File: src/rtl/writeback_queue_if.sv
// Register-file write-back bundle: request side from execute/memory, drain side to the register file,
// plus hazard/status outputs for decode.
interface writeback_queue_if #(
    parameter int DEPTH  = 4,
    parameter int DATA_W = 32,
    parameter int ADDR_W = 6
);
    localparam int CNT_W = $clog2(DEPTH) + 1;

    logic              WB_VALID_SE;
    logic              WB_READY_SW;
    logic [ADDR_W-1:0] WB_ADR_SE;
    logic [DATA_W-1:0] WB_DATA_SE;
    logic              WB_HOLD_SE;
    logic              FLUSH_SE;
    logic [DATA_W-1:0] WDATA_SW;
    logic [ADDR_W-1:0] WADR_SW;
    logic              WENABLE_SW;
    logic [DATA_W-1:0] WRITE_PC_SD;
    logic              WRITE_PC_ENABLE_SD;
    logic [32:0]       PENDING_SW;
    logic [CNT_W-1:0]  COUNT_SW;
    logic              ILLEGAL_SW;

    modport slave (
        input  WB_VALID_SE, WB_ADR_SE, WB_DATA_SE, WB_HOLD_SE, FLUSH_SE,
        output WB_READY_SW, WDATA_SW, WADR_SW, WENABLE_SW, WRITE_PC_SD,
               WRITE_PC_ENABLE_SD, PENDING_SW, COUNT_SW, ILLEGAL_SW
    );

    modport master (
        output WB_VALID_SE, WB_ADR_SE, WB_DATA_SE, WB_HOLD_SE, FLUSH_SE,
        input  WB_READY_SW, WDATA_SW, WADR_SW, WENABLE_SW, WRITE_PC_SD,
               WRITE_PC_ENABLE_SD, PENDING_SW, COUNT_SW, ILLEGAL_SW
    );
endinterface

File: src/rtl/writeback_queue.sv
// In-order write-back FIFO draining one entry per cycle onto the GPR or PC write port,
// with a pending-write mask over queued and staged writes for decode hazard checks.
module writeback_queue #(
    parameter int DEPTH  = 4,
    parameter int DATA_W = 32,
    parameter int ADDR_W = 6
) (
    input  logic              clk,
    input  logic              reset,
    writeback_queue_if.slave  wb
);
    localparam int PTR_W = $clog2(DEPTH);
    localparam int CNT_W = PTR_W + 1;
    localparam logic [ADDR_W-1:0] PC_ADDR = ADDR_W'(32);

    logic [ADDR_W-1:0] fifo_addr_q [DEPTH];
    logic [DATA_W-1:0] fifo_data_q [DEPTH];

    logic [PTR_W-1:0]  head_q, head_d;
    logic [PTR_W-1:0]  tail_q, tail_d;
    logic [CNT_W-1:0]  count_q, count_d;
    logic              wen_q, wen_d;
    logic [ADDR_W-1:0] wadr_q, wadr_d;
    logic [DATA_W-1:0] wdata_q, wdata_d;
    logic              pc_en_q, pc_en_d;
    logic [DATA_W-1:0] pc_q, pc_d;
    logic              illegal_q, illegal_d;

    logic              ready;
    logic              accept;
    logic              addr_zero;
    logic              addr_illegal;
    logic              push;
    logic              pop;
    logic [ADDR_W-1:0] head_addr;
    logic [DATA_W-1:0] head_data;

    // Ready deliberately ignores a same-edge pop so it has no path from the hold input.
    assign ready        = (count_q < CNT_W'(DEPTH)) && !wb.FLUSH_SE;
    assign accept       = wb.WB_VALID_SE && ready;
    assign addr_zero    = (wb.WB_ADR_SE == '0);
    assign addr_illegal = (wb.WB_ADR_SE > PC_ADDR);
    assign push         = accept && !addr_zero && !addr_illegal;
    assign pop          = !wb.FLUSH_SE && !wb.WB_HOLD_SE && (count_q != '0);
    assign head_addr    = fifo_addr_q[head_q];
    assign head_data    = fifo_data_q[head_q];

    always_comb begin
        head_d    = head_q;
        tail_d    = tail_q;
        count_d   = count_q;
        wen_d     = 1'b0;
        wadr_d    = wadr_q;
        wdata_d   = wdata_q;
        pc_en_d   = 1'b0;
        pc_d      = pc_q;
        illegal_d = illegal_q || (accept && addr_illegal);

        if (wb.FLUSH_SE) begin
            head_d  = '0;
            tail_d  = '0;
            count_d = '0;
            wadr_d  = '0;
            wdata_d = '0;
            pc_d    = '0;
        end else begin
            if (push) begin
                tail_d = tail_q + PTR_W'(1);
            end
            if (pop) begin
                head_d = head_q + PTR_W'(1);
                if (head_addr == PC_ADDR) begin
                    pc_en_d = 1'b1;
                    pc_d    = head_data;
                end else begin
                    wen_d   = 1'b1;
                    wadr_d  = head_addr;
                    wdata_d = head_data;
                end
            end
            unique case ({push, pop})
                2'b10:   count_d = count_q + CNT_W'(1);
                2'b01:   count_d = count_q - CNT_W'(1);
                default: count_d = count_q;
            endcase
        end
    end

    always_ff @(posedge clk or posedge reset) begin
        if (reset) begin
            head_q    <= '0;
            tail_q    <= '0;
            count_q   <= '0;
            wen_q     <= 1'b0;
            wadr_q    <= '0;
            wdata_q   <= '0;
            pc_en_q   <= 1'b0;
            pc_q      <= '0;
            illegal_q <= 1'b0;
        end else begin
            head_q    <= head_d;
            tail_q    <= tail_d;
            count_q   <= count_d;
            wen_q     <= wen_d;
            wadr_q    <= wadr_d;
            wdata_q   <= wdata_d;
            pc_en_q   <= pc_en_d;
            pc_q      <= pc_d;
            illegal_q <= illegal_d;
        end
    end

    // Storage needs no reset: occupancy is tracked solely by head/count.
    always_ff @(posedge clk) begin
        if (push) begin
            fifo_addr_q[tail_q] <= wb.WB_ADR_SE;
            fifo_data_q[tail_q] <= wb.WB_DATA_SE;
        end
    end

    logic [32:0] entry_mask [DEPTH];
    logic [32:0] stage_mask;
    logic [32:0] pending;

    for (genvar gi = 0; gi < DEPTH; gi++) begin : g_entry
        logic [PTR_W-1:0] offset;
        logic             valid;
        logic [32:0]      mask;

        assign offset = PTR_W'(gi) - head_q;
        assign valid  = ({1'b0, offset} < count_q);

        always_comb begin
            mask = '0;
            for (int b = 0; b < 33; b++) begin
                mask[b] = valid && (fifo_addr_q[gi] == ADDR_W'(b));
            end
        end

        assign entry_mask[gi] = mask;
    end

    always_comb begin
        stage_mask = '0;
        for (int b = 0; b < 32; b++) begin
            stage_mask[b] = wen_q && (wadr_q == ADDR_W'(b));
        end
        stage_mask[32] = pc_en_q;
    end

    always_comb begin
        pending = stage_mask;
        for (int i = 0; i < DEPTH; i++) begin
            pending = pending | entry_mask[i];
        end
    end

    assign wb.WB_READY_SW        = ready;
    assign wb.WENABLE_SW         = wen_q;
    assign wb.WADR_SW            = wadr_q;
    assign wb.WDATA_SW           = wdata_q;
    assign wb.WRITE_PC_ENABLE_SD = pc_en_q;
    assign wb.WRITE_PC_SD        = pc_q;
    assign wb.PENDING_SW         = pending;
    assign wb.COUNT_SW           = count_q;
    assign wb.ILLEGAL_SW         = illegal_q;

endmodule

File: src/flat_wrapper.sv
// flat-port wrapper written by rule: the top's interface ports become plain ports
module writeback_queue_flat 
#(
    parameter int DEPTH  = 4,
    parameter int DATA_W = 32,
    parameter int ADDR_W = 6
)
  (clk, reset, wb_WB_VALID_SE, wb_WB_ADR_SE, wb_WB_DATA_SE, wb_WB_HOLD_SE, wb_FLUSH_SE, wb_WB_READY_SW, wb_WDATA_SW, wb_WADR_SW, wb_WENABLE_SW, wb_WRITE_PC_SD, wb_WRITE_PC_ENABLE_SD, wb_PENDING_SW, wb_COUNT_SW, wb_ILLEGAL_SW);
  writeback_queue_if #(.DEPTH(DEPTH), .DATA_W(DATA_W), .ADDR_W(ADDR_W)) wb_i ();
  input  logic clk;
  input  logic reset;
  input wire logic [$bits(wb_i.WB_VALID_SE)-1:0] wb_WB_VALID_SE;
  input wire logic [$bits(wb_i.WB_ADR_SE)-1:0] wb_WB_ADR_SE;
  input wire logic [$bits(wb_i.WB_DATA_SE)-1:0] wb_WB_DATA_SE;
  input wire logic [$bits(wb_i.WB_HOLD_SE)-1:0] wb_WB_HOLD_SE;
  input wire logic [$bits(wb_i.FLUSH_SE)-1:0] wb_FLUSH_SE;
  output wire logic [$bits(wb_i.WB_READY_SW)-1:0] wb_WB_READY_SW;
  output wire logic [$bits(wb_i.WDATA_SW)-1:0] wb_WDATA_SW;
  output wire logic [$bits(wb_i.WADR_SW)-1:0] wb_WADR_SW;
  output wire logic [$bits(wb_i.WENABLE_SW)-1:0] wb_WENABLE_SW;
  output wire logic [$bits(wb_i.WRITE_PC_SD)-1:0] wb_WRITE_PC_SD;
  output wire logic [$bits(wb_i.WRITE_PC_ENABLE_SD)-1:0] wb_WRITE_PC_ENABLE_SD;
  output wire logic [$bits(wb_i.PENDING_SW)-1:0] wb_PENDING_SW;
  output wire logic [$bits(wb_i.COUNT_SW)-1:0] wb_COUNT_SW;
  output wire logic [$bits(wb_i.ILLEGAL_SW)-1:0] wb_ILLEGAL_SW;
  assign wb_i.WB_VALID_SE = wb_WB_VALID_SE;
  assign wb_i.WB_ADR_SE = wb_WB_ADR_SE;
  assign wb_i.WB_DATA_SE = wb_WB_DATA_SE;
  assign wb_i.WB_HOLD_SE = wb_WB_HOLD_SE;
  assign wb_i.FLUSH_SE = wb_FLUSH_SE;
  assign wb_WB_READY_SW = wb_i.WB_READY_SW;
  assign wb_WDATA_SW = wb_i.WDATA_SW;
  assign wb_WADR_SW = wb_i.WADR_SW;
  assign wb_WENABLE_SW = wb_i.WENABLE_SW;
  assign wb_WRITE_PC_SD = wb_i.WRITE_PC_SD;
  assign wb_WRITE_PC_ENABLE_SD = wb_i.WRITE_PC_ENABLE_SD;
  assign wb_PENDING_SW = wb_i.PENDING_SW;
  assign wb_COUNT_SW = wb_i.COUNT_SW;
  assign wb_ILLEGAL_SW = wb_i.ILLEGAL_SW;
  writeback_queue #(.DEPTH(DEPTH), .DATA_W(DATA_W), .ADDR_W(ADDR_W)) u_core (.clk(clk), .reset(reset), .wb(wb_i));
endmodule
File: config.mk
export PLATFORM = sky130hd
export DESIGN_NAME = writeback_queue_flat
export DESIGN_NICKNAME = d
export VERILOG_FILES = /design/src/rtl/writeback_queue_if.sv /design/src/rtl/writeback_queue.sv /design/src/flat_wrapper.sv
export SDC_FILE = /design/constraint.sdc
export NUM_CORES = 1
export LEC_CHECK = 0
export BUFFER_PORTS_ARGS = -buffer_cell sky130_fd_sc_hd__buf_2
export CAP_MARGIN = 25
export CORE_UTILIZATION = 52
export CTS_BUF_LIST = sky130_fd_sc_hd__clkbuf_16
export CTS_CLUSTER_SIZE = 28
export DETAILED_ROUTE_END_ITERATION = 10
export PLACE_DENSITY = 0.8
export SYNTH_ARGS = -nofsm -noshare
export SYNTH_HDL_FRONTEND = slang
export SYNTH_SLANG_ARGS = --single-unit
File: constraint.sdc
create_clock -name clk -period 3.2 [get_ports clk]
set_input_delay 0.48 -clock clk [delete_from_list [all_inputs] [get_ports clk]]
set_output_delay 0.48 -clock clk [all_outputs]
set_load 0.01 [all_outputs]
==> out/qor.csv, run 1 <==
stage;metric;value;unit
status;status;finished, final reports clean;
critical_path;crit path DAT;2660;ps
critical_path;kind of critical path;flop to output port;
timing;relative slew slack;32.8;%
clock_network;TritonCTS Buffers;23;
floorplan;Chip Width;144;um
detailed_routing;initial drt markers;569;
critical_path;CP max stage delay;420;ps
cells_and_area;layout cells sized above 1;28.4;%
critical_path;crit-path leading delay family;compound AO/OA/AOI/OAI gates;
grt;vias in the first global route;7484;
floorplan;I/O pins;153;
power_and_ir_drop;Max IR drop VDD;348;uV
critical_path;Critical Path Sink;wb_PENDING_SW[24];
detailed_routing;vias per cell;5.96;
grt;largest net degree at the start of global routing;82;
critical_path;worst path required time;2720;ps
power_and_ir_drop;Psw;1.60;mW
critical_path;R2R cell count;7;
placement;DP HPWL;18.7;mm
power_and_ir_drop;PD cells;517;nW/um^2
clock_network;CTS Hold Buffers Added;0;
cells_and_area;final net count;1061;
timing;Max Fclk;318;MHz
cells_and_area;most frequent cells in the layout;nand2_1 (169), buf_2 (153), edfxtp_1 (152), dfrtp_1 (76), a21oi_1 (64);
flow_run;max_cap viols;0;
placement;Port Buffers;152;
critical_path;Worst Setup SP;u_core.head_q[0];
critical_path;Slowest-stage cell, CP;dfrtp_2;
grt;total gr overflow;0;
placement;dpl cell area;11700;sq um
grt;All-Layer GR Usage;26.8;%
synth;yosys warns;0;
detailed_routing;DRC viols;0;
detailed_routing;routed via count;7702;
clock_network;Reg clk slew, reported paths;60;ps
power_and_ir_drop;sequential share of power;51.4;%
floorplan;die footprint;20800;sq um
detailed_routing;Avg WL per Cell;21.6;um
cells_and_area;most common cell after layout, fill and taps aside;nand2_1;
critical_path;crit-path max FO;15;
detailed_routing;WL final;27.9;mm
critical_path;R2R Setup Slk;330;ps
critical_path;worst reg2reg path endpoint;u_core.wb.WRITE_PC_SD[21];
power_and_ir_drop;Sw Ratio;24.6;%
placement;routability cong.;0.986;
timing;minimum clock period;3140;ps
clock_network;clock sinks;232;
synth;ys async rst share;34.5;%
critical_path;worst r2r src;u_core.head_q[0];
detailed_routing;First-pass DRT Iterations;5;
timing;final hold viol count;0;
power_and_ir_drop;Gate power share;12.3;%
critical_path;CP bufs+invs;3;
clock_network;clock tree buffer depth;3;
cells_and_area;Seq. cell area;6570;sq um
timing;final setup vio count;0;
synth;#FFs+latches synth;232;
synth;Syn Inst Count;836;
detailed_routing;Post-DRT Antenna Nets;0;
grt;first-pass GRT wire length;41.5;mm
clock_network;H-Tree Depth;1;
timing;Final period util;98.1;%
timing;Slew Limit Fails;0;
power_and_ir_drop;Clk pwr share;36.3;%
clock_network;Clock Root Buffer;clkbuf_16;
floorplan;Die H;144;um
cells_and_area;Multi-input gate area;3860;sq um
synth;Mean Syn Cell Area;12.6;sq um
synth;Mapped Nets;888;
cells_and_area;Area Overhead vs Synth;19.5;%
synth;post-synthesis sequential area ratio;62.3;%
floorplan;std cell rows;51;
critical_path;Critical Path Start Type;flop;
cells_and_area;Design Area, Final;12600;sq um
floorplan;Core Box Area;19700;sq um
synth;post-synth cell types;56;
timing;Clock Skew;8.17;ps
timing;WHS;36.9;ps
critical_path;endpoint type of the worst setup path;output port;
power_and_ir_drop;Leak;4.97;nW
synth;Post-Syn Area;10500;sq um
critical_path;Stages on worst setup path;8;
timing;Worst-Margin Slew;1010;ps
floorplan;Starting Density;53.6;%
clock_network;Skew-Pair Late Insertion Delay;510;ps
clock_network;CTS tree;built;
grt;initial antenna violation count;3;
power_and_ir_drop;Int Power;4.90;mW
critical_path;crit-path most repeated cell;buf_4;
synth;EDFF count, synth;152;
cells_and_area;Fill cells;1486;
hold_path;type of the worst min-delay path;input pin to async pin;
critical_path;CP Cell Sequence;buf_4 > nand2b_1 > a21o_4 > a2111oi_4 > buf_4 > a32oi_1 > nand3_1 > buf_2;
synth;top_reg_cell synth;edfxtp_1;
-- logic make-up (layout without fill, tap and decap cells) --
family	Yosys count	in the layout	synth area share [%]
muxes	38	38	8.20
and+or+nand+nor	329	329	14.5
xor gates and xnor gates	4	4	0.333
DFF	232	232	62.3
adders and majority gates	9	9	1.14
buffers and inverters	49	239	2.27
other	0	1	0
AOI/OAI and AO/OA	175	175	11.2
-- synth_stat cells (3+ instances only) --
library cell / count / area share (%)
nand2_1: 169 / 6.0
edfxtp_1: 152 / 43
dfrtp_1: 80 / 19
a21oi_1: 65 / 3.1
nor2_1: 48 / 1.7
mux4_2: 36 / 7.7
nand3_1: 30 / 1.4
clkbuf_1: 27 / 0.96
o22ai_1: 22 / 1.3
a211o_1: 17 / 1.4
o211ai_1: 17 / 1.2
nor2b_1: 14 / 0.83
nand2b_1: 11 / 0.65
and2_1: 9 / 0.53
inv_1: 9 / 0.32
o21ai_0: 9 / 0.43
ha_1: 8 / 0.95
a221o_1: 7 / 0.67
and3_1: 7 / 0.42
buf_6: 7 / 0.75
nand3b_1: 7 / 0.50
a21oi_2: 6 / 0.50
a22oi_1: 5 / 0.36
nor3_1: 5 / 0.24
nor3b_1: 5 / 0.36
or2_2: 5 / 0.30
a2111oi_1: 4 / 0.38
buf_1: 4 / 0.14
or3_1: 4 / 0.24
xnor2_1: 4 / 0.33
a32oi_1: 3 / 0.25
nand4_1: 3 / 0.18
o21ai_1: 3 / 0.14
o221ai_1: 3 / 0.25
-- final cells by class --
| cell class | count | area share [%] |
|---|---|---|
| inverter | 9 | 0.308 |
| sequential | 232 | 52.2 |
| timing repair buffer | 188 | 8.89 |
| multi-input combinational | 555 | 30.7 |
| tap | 265 | 2.64 |
| antenna | 1 | 0.0199 |
| clock buffer | 23 | 4.57 |
| clock inverter | 19 | 0.666 |
-- timing repair --
item                                    in CTS  in global routing
endpoints found under the setup margin      25                 25
cloned                                       0                  1
buffers inserted                             0                  9
gates resized for setup                      9                 12
pin swaps                                    0                  1
-- power by group through the flow --
stage	Clock (mW)	Sequential, mW	Combinational (mW)
final	2.36	3.34	0.799
after global routing	2.51	3.35	0.868
after CTS	2.38	3.34	0.754
after detailed placement	0	3.40	0.742
after global placement	0	3.40	0.731
after floorplan	0	3.41	0.466
-- how the worst min path moves through the flow --
stage	start	to	slack [ps]	cells after the start
2_1_floorplan	u_core.wb.ILLEGAL_SW	u_core.wb.ILLEGAL_SW	500	1
6_report	reset	u_core.wb.WENABLE_SW	40	2
3_5_place_dp	u_core.wb.ILLEGAL_SW	u_core.wb.ILLEGAL_SW	450	1
5_1_grt	reset	u_core.wb.WENABLE_SW	80	2
4_1_cts	reset	u_core.wb.WENABLE_SW	60	2
3_3_place_gp	u_core.wb.ILLEGAL_SW	u_core.wb.ILLEGAL_SW	450	1
-- sequential cells by signal, indices dropped and copies added (netlist names) --
signal	count
u_core.wb.WRITE_PC_SD	32
u_core.wb.WRITE_PC_ENABLE_SD	1
u_core.fifo_addr_q	24
u_core.fifo_data_q	128
u_core.wb.WENABLE_SW	1
u_core.head_q	2
u_core.tail_q	2
u_core.wb.ILLEGAL_SW	1
u_core.wb.COUNT_SW	3
u_core.wb.WDATA_SW	32
u_core.wb.WADR_SW	6
-- per-stage QoR --
stage	util (%)	power (mW)	instances	setup TNS [ps]	setup slack (ps)
after detailed placement	59.4	4.14	1237	0	160
after CTS	63.0	6.48	1279	-13.5	-13.5
final	64.0	6.51	1292	0	59.4
after global routing	64.0	6.72	1292	-25.8	-15.4
after global placement	59.4	4.13	1237	0	219
after floorplan	-	3.87	836	0	0.283
-- per-layer routing --
metal	routed length, um	global-route usage, %	vias to the layer above
li1	-	-	3489
met1	11300	36.3	3798
met2	13500	43.9	344
met3	2220	4.47	69
met4	855	9.81	2
met5	14	0	-
No activity file was read; power rests on OpenSTA's default activity.
==> run 2, diff against run 1 <==
ABC_AREA = 1   (was not set)
PLACE_DENSITY = 0.79   (was 0.8)
==> out/qor.csv, run 2 <==
stage;metric;value;unit;change
status;status;finished, final reports clean;;
grt;initial antenna violation count;2;;-1
grt;All-Layer GR Usage;29.7;%;+2.8 points
detailed_routing;routed via count;9785;;+27%
timing;relative slew slack;42.5;%;+9.7 points
detailed_routing;vias per cell;5.96;;about the same
detailed_routing;WL final;32.5;mm;+17%
detailed_routing;Post-DRT Antenna Nets;0;;unchanged
critical_path;worst path required time;2720;ps;about the same
cells_and_area;Area Overhead vs Synth;18.3;%;
synth;Syn Inst Count;1194;;+43%
critical_path;endpoint type of the worst setup path;output port;;
clock_network;CTS Hold Buffers Added;0;;unchanged
timing;WHS;36.4;ps;-0.517 ps
critical_path;worst reg2reg path endpoint;u_core.wb.WRITE_PC_SD[20];;
cells_and_area;Multi-input gate area;3980;sq um;+3.1%
clock_network;clock sinks;232;;unchanged
timing;final setup vio count;0;;unchanged
synth;ys async rst share;34.5;%;unchanged
synth;EDFF count, synth;152;;unchanged
flow_run;max_cap viols;0;;unchanged
critical_path;kind of critical path;flop to output port;;
cells_and_area;Seq. cell area;6570;sq um;about the same
detailed_routing;DRC viols;0;;unchanged
cells_and_area;layout cells sized above 1;18.5;%;-9.8 points
floorplan;I/O pins;153;;unchanged
critical_path;Critical Path Start Type;flop;;
clock_network;Skew-Pair Late Insertion Delay;530;ps;+20 ps
timing;Worst-Margin Slew;863;ps;-146 ps
floorplan;die footprint;21900;sq um;+5.3%
placement;routability cong.;0.972;;-1.5%
hold_path;type of the worst min-delay path;input pin to async pin;;
cells_and_area;most common cell after layout, fill and taps aside;nand3_1;;
clock_network;TritonCTS Buffers;24;;+4.3%
floorplan;Starting Density;53.0;%;-0.60 points
placement;Port Buffers;152;;unchanged
critical_path;R2R Setup Slk;550;ps;+220 ps
synth;post-synth top area share;41.1;%;-2.2 points
critical_path;R2R cell count;11;;+4
grt;vias in the first global route;9216;;+23%
timing;Max Fclk;325;MHz;+2.0%
floorplan;Chip Width;148;um;+2.6%
synth;yosys warns;0;;unchanged
cells_and_area;most frequent cells in the layout;nand3_1 (276), nand2_1 (275), buf_2 (154), edfxtp_1 (152), nor2_1 (111);;
clock_network;H-Tree Depth;1;;unchanged
synth;post-synth cell types;35;;-38%
grt;total gr overflow;0;;unchanged
timing;minimum clock period;3080;ps;-62.9 ps
clock_network;Reg clk slew, reported paths;70;ps;about the same
timing;Slew Limit Fails;0;;unchanged
power_and_ir_drop;PD cells;515;nW/um^2;-0.35%
cells_and_area;max FFs per register;128;;unchanged
critical_path;crit path DAT;2600;ps;-60 ps
floorplan;Die H;148;um;+2.6%
synth;Mapped Nets;1246;;+40%
synth;top_reg_cell synth;edfxtp_1;;
placement;dpl cell area;12200;sq um;+4.4%
clock_network;clock tree buffer depth;3;;unchanged
grt;first-pass GRT wire length;50.4;mm;+21%
power_and_ir_drop;Max IR drop VDD;660;uV;+90%
detailed_routing;First-pass DRT Iterations;5;;unchanged
placement;DP HPWL;21.4;mm;+14%
synth;top cells by area, synth;edfxtp_1 (41%), dfrtp_1 (18%), nand3_1 (12%), nand2_1 (9.4%), nor2_1 (3.9%);;
cells_and_area;Design Area, Final;13100;sq um;+4.4%
timing;Setup TNS;0;ps;unchanged
timing;Final period util;96.2;%;-2.0 points
synth;Mean Syn Cell Area;9.30;sq um;-26%
clock_network;Clock Root Buffer;clkbuf_16;;
timing;Clock Skew;29.3;ps;+21.2 ps
floorplan;Core Box Area;21000;sq um;+6.6%
synth;Yosys top cell by area;edfxtp_1;;
cells_and_area;post-route core utilization;62.7;%;-1.3 points
synth;Post-Syn Area;11100;sq um;+5.4%
synth;post-synthesis sequential area ratio;59.1;%;-3.2 points
detailed_routing;initial drt markers;1141;;+100%
power_and_ir_drop;Leak;5.85;nW;+18%
placement;pre-CTS setup slack;642;ps;+482 ps
synth;#FFs+latches synth;232;;unchanged
floorplan;std cell rows;53;;+3.9%
critical_path;worst r2r src;u_core.head_q[0];;
clock_network;CTS tree;built;;
grt;largest net degree at the start of global routing;82;;unchanged
timing;final hold viol count;0;;unchanged
cells_and_area;Fill cells;1713;;+15%
cells_and_area;Most flops, register;u_core.fifo_data_q;;
critical_path;crit-path max FO;5;;-10
detailed_routing;Avg WL per Cell;19.8;um;-8.1%
synth;synth cell count leaders;nand2_1 (277), nand3_1 (276), edfxtp_1 (152);;
cells_and_area;final net count;1398;;+32%
synth;count leader, synth;nand2_1;;
timing;Setup WS post-layout;122;ps;+62.9 ps
run 2: cell types whose count changed after synthesis, moves of 21 or more:
cell	change
a21oi_1	-37
inv_1	+65
a41oi_1	+31
nand2_1	+108
mux4_2	-36
o22ai_1	-21
nand3_1	+246
nand4_1	+39
nor2_1	+67
run 2: area by class of cell:
| class | count | share of cell area, % |
|---|---|---|
| tap | 275 | 2.62 |
| antenna | 2 | 0.0381 |
| inverter | 77 | 2.30 |
| sequential | 232 | 50.0 |
| clock buffer | 25 | 4.76 |
| multi-input combinational | 817 | 30.3 |
| timing repair buffer | 194 | 8.63 |
| clock inverter | 19 | 1.35 |
run 2: per-layer routing:
metal / GRT usage [%] / routed length, um
met1: 41.4 / 13200
met3: 4.17 / 2700
met5: 0 / 0
met2: 46.2 / 15200
met4: 13.8 / 1440
run 2: power breakdown:
group          internal [mW]  switching (mW)  total (mW)
clock network           1.66            1.16        2.82
registers               3.30          0.0541        3.36
logic                  0.160           0.435       0.596
total                   5.13            1.65        6.77
run 2: metrics by stage:
stage / cells / total power [mW]
floorplan: 1194 / 3.75
global placement: 1583 / 3.98
detailed placement: 1583 / 3.99
CTS: 1627 / 6.78
global route: 1639 / 6.97
finish: 1641 / 6.77
run 2: what timing repair did:
item / in CTS / in global routing
setup buffers: 0 / 12
gates resized for setup: 0 / 10
setup endpoints to repair: 0 / 30
run 2: how the worst max path moves through the flow:
stage,endpoint,slack [ps],from
final,wb_PENDING_SW[29],120,u_core.head_q[1]
after global routing,wb_PENDING_SW[25],-20,u_core.head_q[1]
after CTS,wb_PENDING_SW[29],70,u_core.head_q[1]
after floorplan,u_core.fifo_addr_q[0][0],-10,wb_FLUSH_SE
after detailed placement,u_core.wb.WDATA_SW[1],640,u_core.head_q[0]
after global placement,wb_PENDING_SW[29],720,u_core.head_q[1]
run 2: cells by family (layout without fill, tap and decap cells):
kind of cell	Yosys count	in the layout	share of synthesized area [%]
simple gates	728	728	29.2
flops	232	232	59.1
buf+inv	145	315	5.53
compound gates	79	79	4.96
fa+ha+maj	9	9	1.08
xor+xnor	1	1	0.0789
other cells	0	2	0
run 2: worst max-delay path, stage by stage, from the launching register on:
cell and delay [ps]:
dfrtp_2 400, inv_1 100, nand2_1 70, nand2_1 80, ha_1 290, nand2_1 60, nand2_1 60, nand2_1 60
nand2_1 250, clkinvlp_4 160, buf_4 160, nand3_1 60, nand4_1 140, buf_2 170
